===== src/rtl/eq_gain_sequencer.sv =====
// Six-band equalizer gain sequencer: key pulses edit per-band signed steps and
// changed bands are programmed into the DSP inside the window after its done pulse.
//
// state  | meaning
// S_INIT | one cycle after reset before the first sweep
// S_PICK | choose lowest dirty band, or go idle
// S_IDLE | nothing dirty, waiting for a key
// S_WAIT | waiting for dsp_done window (or timeout)
// S_SET  | o_set_gain/o_gain held for HOLD_CYC cycles
// S_GAP  | one cycle with o_set_gain released
module eq_gain_sequencer #(
   parameter logic [15:0] STEP_DB  = 16'h0200,
   parameter int          MAX_STEP = 6,
   parameter int          HOLD_CYC = 4,
   parameter int          TIMEOUT  = 4096
) (
   input  logic        i_clk,
   input  logic        i_rst_n,
   input  logic        i_band_up,
   input  logic        i_band_dn,
   input  logic        i_gain_up,
   input  logic        i_gain_dn,
   input  logic        i_flat,
   input  logic        i_dsp_done,
   output logic [15:0] o_gain,
   output logic [2:0]  o_set_gain,
   output logic [2:0]  o_sel_band,
   output logic [3:0]  o_sel_step,
   output logic        o_busy
);

   localparam int WAIT_W = (TIMEOUT > 2) ? $clog2(TIMEOUT) : 1;
   localparam int HOLD_W = (HOLD_CYC > 2) ? $clog2(HOLD_CYC) : 1;
   localparam logic signed [3:0] STEP_MAX = 4'(MAX_STEP);
   localparam logic signed [3:0] STEP_MIN = -STEP_MAX;

   typedef enum logic [2:0] {S_INIT, S_PICK, S_IDLE, S_WAIT, S_SET, S_GAP} state_t;

   state_t            state;
   logic              first_sweep;
   logic signed [3:0] steps [6];
   logic [5:0]        dirty;
   logic [2:0]        sel_band;
   logic [2:0]        cur_band;
   logic [WAIT_W-1:0] wait_cnt;
   logic [HOLD_W-1:0] hold_cnt;

   logic [2:0]        sel_idx, pick_idx, set_band, set_idx;
   logic signed [3:0] sel_step, set_step;
   logic              inc, dec, enter_set;
   logic [5:0]        key_dirty, clr_dirty;
   logic [15:0]       set_gain_val;

   always_comb begin
      pick_idx = 3'd0;
      for (int i = 5; i >= 0; i--)
         if (dirty[i]) pick_idx = 3'(i);
   end

   assign sel_idx   = sel_band - 3'd1;
   assign sel_step  = steps[sel_idx];
   assign inc       = i_gain_up & ~i_gain_dn & ~i_flat & (sel_step < STEP_MAX);
   assign dec       = i_gain_dn & ~i_gain_up & ~i_flat & (sel_step > STEP_MIN);
   assign key_dirty = (inc | dec) ? (6'd1 << sel_idx) : 6'd0;

   // The write target is chosen in S_PICK; in S_WAIT it was already latched.
   assign enter_set = (state == S_PICK && dirty != 6'd0 && first_sweep) ||
                      (state == S_WAIT && (i_dsp_done || wait_cnt == '0));
   assign set_band     = (state == S_PICK) ? pick_idx + 3'd1 : cur_band;
   assign set_idx      = set_band - 3'd1;
   assign set_step     = steps[set_idx];
   assign set_gain_val = 16'(set_step) * STEP_DB;
   assign clr_dirty    = enter_set ? (6'd1 << set_idx) : 6'd0;

   always_ff @(posedge i_clk or negedge i_rst_n) begin
      if (!i_rst_n) begin
         for (int i = 0; i < 6; i++) steps[i] <= 4'sd0;
         sel_band <= 3'd1;
      end else begin
         if (i_flat) begin
            for (int i = 0; i < 6; i++) steps[i] <= 4'sd0;
         end else if (inc) begin
            steps[sel_idx] <= sel_step + 4'sd1;
         end else if (dec) begin
            steps[sel_idx] <= sel_step - 4'sd1;
         end
         if (i_band_up && !i_band_dn)
            sel_band <= (sel_band == 3'd6) ? 3'd1 : sel_band + 3'd1;
         else if (i_band_dn && !i_band_up)
            sel_band <= (sel_band == 3'd1) ? 3'd6 : sel_band - 3'd1;
      end
   end

   always_ff @(posedge i_clk or negedge i_rst_n) begin
      if (!i_rst_n) begin
         state       <= S_INIT;
         first_sweep <= 1'b1;
         dirty       <= 6'h3F;
         cur_band    <= 3'd1;
         wait_cnt    <= '0;
         hold_cnt    <= '0;
         o_gain      <= 16'd0;
         o_set_gain  <= 3'd0;
      end else begin
         // A key landing on the band being latched re-marks it for a later rewrite.
         dirty <= i_flat ? 6'h3F : ((dirty & ~clr_dirty) | key_dirty);
         if (enter_set) begin
            state      <= S_SET;
            cur_band   <= set_band;
            o_gain     <= set_gain_val;
            o_set_gain <= set_band;
            hold_cnt   <= HOLD_W'(HOLD_CYC - 1);
         end else begin
            case (state)
               S_INIT: state <= S_PICK;
               S_PICK: begin
                  if (dirty == 6'd0) begin
                     state       <= S_IDLE;
                     first_sweep <= 1'b0;
                  end else begin
                     state    <= S_WAIT;
                     cur_band <= pick_idx + 3'd1;
                     wait_cnt <= WAIT_W'(TIMEOUT - 1);
                  end
               end
               S_IDLE: if (dirty != 6'd0) state <= S_PICK;
               S_WAIT: wait_cnt <= wait_cnt - 1'b1;
               S_SET: begin
                  if (hold_cnt == '0) begin
                     state      <= S_GAP;
                     o_set_gain <= 3'd0;
                  end else begin
                     hold_cnt <= hold_cnt - 1'b1;
                  end
               end
               S_GAP:   state <= S_PICK;
               default: state <= S_INIT;
            endcase
         end
      end
   end

   assign o_sel_band = sel_band;
   assign o_sel_step = sel_step;
   assign o_busy     = (state != S_IDLE) || (dirty != 6'd0);

endmodule


===== config.mk =====
export PLATFORM = sky130hd
export DESIGN_NAME = eq_gain_sequencer
export DESIGN_NICKNAME = d
export VERILOG_FILES = /design/src/rtl/eq_gain_sequencer.sv
export SDC_FILE = /design/constraint.sdc
export NUM_CORES = 1
export LEC_CHECK = 0
export ABC_CLOCK_PERIOD_IN_PS = 4500
export BUFFER_PORTS_ARGS = -buffer_cell sky130_fd_sc_hd__buf_2
export CAP_MARGIN = 20
export CORE_MARGIN = 2
export CORE_UTILIZATION = 56
export DETAILED_ROUTE_END_ITERATION = 8
export PLACE_DENSITY_LB_ADDON = 0.25
export SLEW_MARGIN = 20
export SYNTH_ARGS = -nofsm -noshare
export SYNTH_HDL_FRONTEND = slang
export SYNTH_SLANG_ARGS = --single-unit

===== constraint.sdc =====
create_clock -name i_clk -period 4.5 [get_ports i_clk]
set_input_delay 0.675 -clock i_clk [delete_from_list [all_inputs] [get_ports i_clk]]
set_output_delay 0.675 -clock i_clk [all_outputs]
set_load 0.03 [all_outputs]

==> flow_summary.toml, run 1 <==
[outcome]
status = "finished clean"

[placed_design]
pre_cts_ws_ns = 0.591
dpl.cell_count = 528
dp_hpwl_um = 6430
place.port_buffers = 25
globalplace.congestion = 0.853

[timing]
finalCriticalPeriod_ns = 4.07
setup_viol = 0
fin_crit_sh = 0.905
worstMarginPinSlew_ns = 0.761
finClkSkew_ns = 0.00810
tns_ns = 0
hold_viol = 0
max_clock_freq_mhz = 246
setup_ws_ns = 0.427
relSlewSlack = 0.493
rsz0062_at_grt = "no"
final-max-slew-violation-count = 0

[power_and_ir_drop]
ir_worst_vdd_uv = 439
p_leak_nw = 2.02
power_density_nw_per_um2 = 663

[final_layout]
final_nets = 467
diodes = 0
synthToLayoutAreaGrowth_pct = 8.15
post-route-util = 0.614
fillers = 643
fin_cells = 545
drive_gt1_frac = 0.173

[global_route]
track_usage = 0.250
grt_pass1_vias = 3118
overflow = 0
antenna_found_initial = 0
grt_max_degree = 62
grt_pass1_wl_um = 15100

[clock_network]
post_cts_buffers = 0
cts_root_buf = "clkbuf_8"
cts_made_buffers = 9
clk_pin_slew_ns = 0.07
clockBufferDepth = 2
ctsResizeCount = 0
cts.sinks = 61
cts_tree = "done"
cts-htree-levels = 3
clk-insertion-delay-late_ns = 0.35
holdBufCountCts = 0

[worst_setup_path]
cp-startpoint = "o_sel_band[0]"
crit_type = "reg2out"
crit_required_ns = 3.83
critPathLaunchType = "flip-flop"
critPathCaptureType = "output pin"
reg2reg_from = "o_sel_band[0]"
arrival_ns = 3.40
crit_fanout = 17

[floorplan]
rows = 31
io_pins = 35
die_area_um2 = 7930
core_um2 = 7140
fp.dieH_um = 89.1
fp.dieW_um = 89.1
start_util = 0.568

[synthesis]
ys_seq_area_frac = 0.380
synth_cell_type_count = 72
avgSynthCellArea_um2 = 9.58
yosys_warnings = 0
syn_inst = 423
netlist_area_um2 = 4050
synth_seq_cells = 61
ys_async_sr_fraction = 1.00
synth-edff-count = 0
synth-main-ff-cell = "dfrtp_1"

[drt]
viasPerCell = 5.81
first_pass_iters = 4
drtIter0Drc = 195
drc = 0
num_vias = 3169
antenna_left = 0
wirelength_um = 8830
wire_per_inst_um = 16.2

[worst_hold_path]
hold_class = "in2async"

[job]
cap_violations = 0
sequential cells by signal, indices dropped and copies added, names as in the netlist:
register / flops
steps: 24
hold_cnt: 2
state: 3
wait_cnt: 12
cur_band: 3
o_gain: 4
o_sel_band: 3
first_sweep: 1
o_set_gain: 3
dirty: 6
logic make-up after synthesis:
group	Yosys count	share of synthesized area
simple gates	143	0.195
flops	61	0.380
xor+xnor	13	0.0318
mux	39	0.110
compound gates	85	0.153
other cells	1	0.000926
fa+ha+maj	18	0.0556
buf+inv	63	0.0738
layout by cell type (no fill, tap or decap), types with 3 or more instances in the layout:
| master | instances |
|---|---|
| a21oi_1 | 16 |
| ha_1 | 18 |
| a211oi_1 | 3 |
| a311o_1 | 6 |
| nand3_1 | 7 |
| inv_1 | 31 |
| or2_2 | 4 |
| buf_4 | 4 |
| dfstp_2 | 9 |
| nand4_1 | 6 |
| dfrtp_1 | 52 |
| buf_2 | 25 |
| mux4_2 | 4 |
| nand2b_1 | 32 |
| o211ai_1 | 9 |
| nor2_1 | 22 |
| nor3_1 | 7 |
| xnor2_1 | 10 |
| nor2b_1 | 5 |
| mux2i_1 | 31 |
| a2111o_1 | 3 |
| o21ai_0 | 14 |
| conb_1 | 9 |
| nor4b_1 | 3 |
| nand2_1 | 31 |
| and2_1 | 4 |
| nor4_1 | 5 |
| clkbuf_8 | 13 |
| a31oi_1 | 10 |
layout make-up:
class                      count  area, um2  share of cell area
clock buffer                  13        179              0.0408
clock inverter                 3       17.5             0.00400
inverter                      33        124              0.0283
multi-input combinational    307       2240               0.512
sequential                    61       1540               0.351
tap                           99        124              0.0283
timing repair buffer          29        155              0.0354
synthesized netlist by cell type (all sizes together), types with 2 or more instances:
master   count  area (um2)
nor3b        2        20.0
nor2        22        82.6
xor2         2        25.0
nor2b        5        31.3
o21ai       15        75.1
and2         5        31.3
mux2         4        45.0
mux2i       31         310
o211ai       9        67.6
ha          18         225
inv         33         124
nand2       31         116
a211oi       3        22.5
or3          3        23.8
and3         2        12.5
a31oi       11        83.8
nand2b      32         200
nand3b       2        15.0
or2          4        25.0
a21oi       17        88.8
o41ai        2        25.0
nor4b        3        26.3
or4          3        30.0
a311o        6        60.1
clkbuf      10        37.5
a221oi       2        17.5
nor3         7        35.0
mux4         4        90.1
dfrtp       52        1300
nor4         5        31.3
nand3        7        35.0
xnor2       11         104
o2111ai      2        17.5
dfstp        9         236
buf         20         138
nand4        6        37.5
a2111o       3        33.8
metal layers:
layer	track usage	vias to the layer above	share of wire
met3	0.0480	13	0.036
met1	0.317	1553	0.44
met4	0.0828	0	0.018
met5	0	-	0
li1	-	1528	-
met2	0.430	75	0.50
report_power, final:
| part | leakage [nW] | total [mW] | switching, mW | internal, mW |
|---|---|---|---|---|
| Combinational | 1.19 | 1.54 | 0.997 | 0.546 |
| Clock | 0.101 | 0.472 | 0.214 | 0.258 |
| Sequential | 0.729 | 0.890 | 0.172 | 0.718 |
worst paths after layout:
kind	depth (start not counted)	endpoint	slack (ns)
min reg2reg	1	wait_cnt[0]	0.50
min in group i_clk	1	wait_cnt[0]	0.50
max	8	o_sel_step[3]	0.43
max in group asynchronous	2	steps[1]	3.51
max reg2reg	9	steps[23]	0.57
min	2	o_set_gain[2]	0.48
worst max-delay path, stage by stage, from the launching register on:
cell     delay (ns)
dfstp_2        0.69
inv_1          0.22
ha_1           0.25
ha_1           0.68
mux2i_1        0.25
nor2b_1        0.09
nor3_1         0.53
inv_1          0.13
buf_2          0.21
through the flow:
step                hold slack, ns  total power, mW  cell area (um2)
finish                       0.484             2.91             4380
global route                 0.527             3.13             4380
CTS                          0.501             2.91             4370
detailed placement           0.485             2.43             4180
global placement             0.478             2.39             4180
floorplan                    0.379             2.08             4080
Note: power is estimated with default switching activity, not from simulation.
==> run 2, diff against run 1 <==
--- a/config.mk
+++ b/config.mk
@@ -5,11 +5,12 @@
 export SDC_FILE = /design/constraint.sdc
 export NUM_CORES = 1
 export LEC_CHECK = 0
-export ABC_CLOCK_PERIOD_IN_PS = 4500
+export ABC_AREA = 1
+export ABC_CLOCK_PERIOD_IN_PS = 3300
 export BUFFER_PORTS_ARGS = -buffer_cell sky130_fd_sc_hd__buf_2
 export CAP_MARGIN = 20
 export CORE_MARGIN = 2
-export CORE_UTILIZATION = 56
+export CORE_UTILIZATION = 54
 export DETAILED_ROUTE_END_ITERATION = 8
 export PLACE_DENSITY_LB_ADDON = 0.25
 export SLEW_MARGIN = 20
==> constraint.sdc (replaced) <==
create_clock -name i_clk -period 3.3 [get_ports i_clk]
set_input_delay 0.495 -clock i_clk [delete_from_list [all_inputs] [get_ports i_clk]]
set_output_delay 0.495 -clock i_clk [all_outputs]
set_load 0.03 [all_outputs]
==> flow_summary.toml, run 2 <==
[placed_design]
globalplace.congestion = 0.946
dp_hpwl_um = 7030
place.port_buffers = 25
dpl.cell_count = 670

[final_layout]
layout_common_cells = "181 x nand2_1, 60 x inv_1, 52 x dfrtp_1"
multi_input_area_um2 = 2080
max_flop_register = "steps"
final_nets = 608
diodes = 0
fillers = 678
synthToLayoutAreaGrowth_pct = 9.41
drive_gt1_frac = 0.141
fin_cells = 686
final_common_cell = "nand2_1"
reg_top3 = "steps (24), wait_cnt (12), dirty (6)"
ff_latch_area_um2 = 1540
largest_register_ff_count = 24

[synthesis]
synth_common_cells = "181 x nand2_1, 60 x inv_1, 52 x dfrtp_1, 46 x nand3_1, 39 x o21ai_0"
synth-main-ff-cell = "dfrtp_1"
avgSynthCellArea_um2 = 7.23
ys_async_sr_fraction = 1.00
syn_inst = 556
synth-edff-count = 0
synth_seq_cells = 61
synth_area_leaders = "dfrtp_1 32%, nand2_1 17%, dfstp_2 5.9%, nand3_1 5.7%, ha_1 5.6%"
synth_top_area_cell = "dfrtp_1"
yosysMostFrequentCell = "nand2_1"
synth_cell_type_count = 35
yosys_warnings = 0
yosysTopAreaCellShare = 0.324
ys_seq_area_frac = 0.383
netlist_area_um2 = 4020

[worst_setup_path]
worst-r2r-cell-count = 11
slowest_delay_ns = 0.54
cpMostUsedCell = "inv_2"
crit_chain = "inv_2 > ha_1 > ha_2 > nand3_1 > inv_2 > a21oi_1 > nand2_1 > buf_2"
critPathCaptureType = "output pin"
crit_fanout = 15
critPathLaunchType = "flip-flop"
arrival_ns = 2.55
critPathSlowestCell = "dfstp_2"
worst-r2r-setup-slack_ns = 0.38
crit_required_ns = 2.80
r2r-end = "steps[5]"
crit_type = "reg2out"
reg2reg_from = "o_sel_band[0]"

[drt]
wire_per_inst_um = 13.6
num_vias = 3589
wirelength_um = 9320
topRoutingLayerUsed = "met4"
drtIter0Drc = 193
antenna_left = 0
dr_wl_met3_um = 580
drc = 0
first_pass_iters = 5
wl_met2_um = 4410
viasPerCell = 5.23
wl_met1_um = 4160

[global_route]
antenna_found_initial = 0
grt_pass1_wl_um = 16000
grt_pass1_vias = 3393
grt_max_degree = 27
track_usage = 0.243
overflow = 0

[floorplan]
core_um2 = 7210
fp.dieH_um = 90.3
io_pins = 35
fp.dieW_um = 90.3
rows = 31
die_area_um2 = 8150
start_util = 0.557

[clock_network]
clk-insertion-delay-late_ns = 0.34
cts_made_buffers = 9
cts_tree = "done"
clockBufferDepth = 2
cts_root_buf = "clkbuf_8"
clk_pin_slew_ns = 0.07
cts.sinks = 61
cts-htree-levels = 3

[timing]
final-max-slew-violation-count = 0
tns_ns = 0
rsz0062_at_grt = "no"
setup_viol = 0
worstMarginPinSlew_ns = 0.520
relSlewSlack = 0.650
hold_viol = 0
fin_crit_sh = 0.922
finalCriticalPeriod_ns = 3.04
finClkSkew_ns = 0.0120
max_clock_freq_mhz = 329

[power_and_ir_drop]
ir_worst_vdd_uv = 727
power_density_nw_per_um2 = 985
p_leak_nw = 2.28

[worst_hold_path]
hold_class = "in2async"

[outcome]
status = "finished clean"

[job]
cap_violations = 0
[run 2: cell types whose count changed after synthesis, moves of 8 or more]
cell,previous run,this run
clkbuf_1,10,0
nand2_1,31,181
a21oi_1,16,8
nand3_1,7,46
o211ai_1,9,1
inv_1,31,60
nand2b_1,32,0
mux2i_1,31,0
o21ai_1,1,14
nand3b_1,2,11
nor2_1,22,38
o21ai_0,14,39
[run 2: how the worst max path moves through the flow]
stage | start | end | slack (ns)
2_1_floorplan | o_sel_band[0] | steps[5] | 0.22
6_report | o_sel_band[0] | o_sel_step[1] | 0.26
3_3_place_gp | o_sel_band[0] | steps[5] | 0.47
3_5_place_dp | o_sel_band[0] | steps[5] | 0.33
5_1_grt | o_sel_band[0] | o_sel_step[1] | 0.08
4_1_cts | o_sel_band[0] | o_sel_step[1] | 0.16
[run 2: layer usage]
metal | GRT usage | vias up
met5 | 0 | -
met4 | 0.0731 | 0
met3 | 0.0534 | 19
met2 | 0.397 | 126
met1 | 0.326 | 1635
li1 | - | 1809
[run 2: area by class of cell]
cell class | count | area share
clock buffers | 12 | 0.0330
clock inverters | 4 | 0.0216
inverters | 69 | 0.0589
multi-input cells | 412 | 0.473
flip-flops and latches | 61 | 0.350
well taps | 99 | 0.0282
repair buffers | 29 | 0.0353
[run 2: critical path, delay by kind of cell (launching register included)]
kind | cells | cell delay, ns
AOI/OAI and AO/OA | 1 | 0.10
buffers and inverters | 3 | 0.49
adders and majority gates | 2 | 0.69
and+or+nand+nor | 2 | 0.38
DFF | 1 | 0.54
[run 2: cell families (layout without fill, tap and decap cells)]
| kind of cell | Yosys count | in the layout | share of synthesized area |
|---|---|---|---|
| compound gates | 70 | 70 | 0.0925 |
| xor+xnor | 7 | 7 | 0.0171 |
| fa+ha+maj | 18 | 18 | 0.0561 |
| buf+inv | 91 | 114 | 0.108 |
| flops | 61 | 61 | 0.383 |
| other cells | 1 | 9 | 0.000933 |
| simple gates | 308 | 308 | 0.343 |
[run 2: report_power, final]
group,internal [mW],leakage [nW],switching (mW)
clock,0.522,0.121,0.286
combinational,0.699,1.42,1.60
sequential,1.01,0.737,0.215
[run 2: stage by stage]
step | util | hold slack [ns] | cell area (um2) | total power, mW | worst slack [ns]
2_1_floorplan | - | 0.199 | 4050 | 3.01 | 0.219
3_3_place_gp | 0.576 | 0.432 | 4150 | 3.44 | 0.472
3_5_place_dp | 0.576 | 0.443 | 4150 | 3.51 | 0.329
4_1_cts | 0.609 | 0.0782 | 4390 | 4.33 | 0.165
5_1_grt | 0.609 | 0.0893 | 4400 | 4.72 | 0.0815
6_report | 0.609 | 0.0708 | 4400 | 4.33 | 0.258
[run 2: repair_timing]
action,4_1_cts,5_1_grt
endpoints found under the setup margin,0,1
hold buffers,0,0
gates resized for setup,0,1
setup buffers,0,0
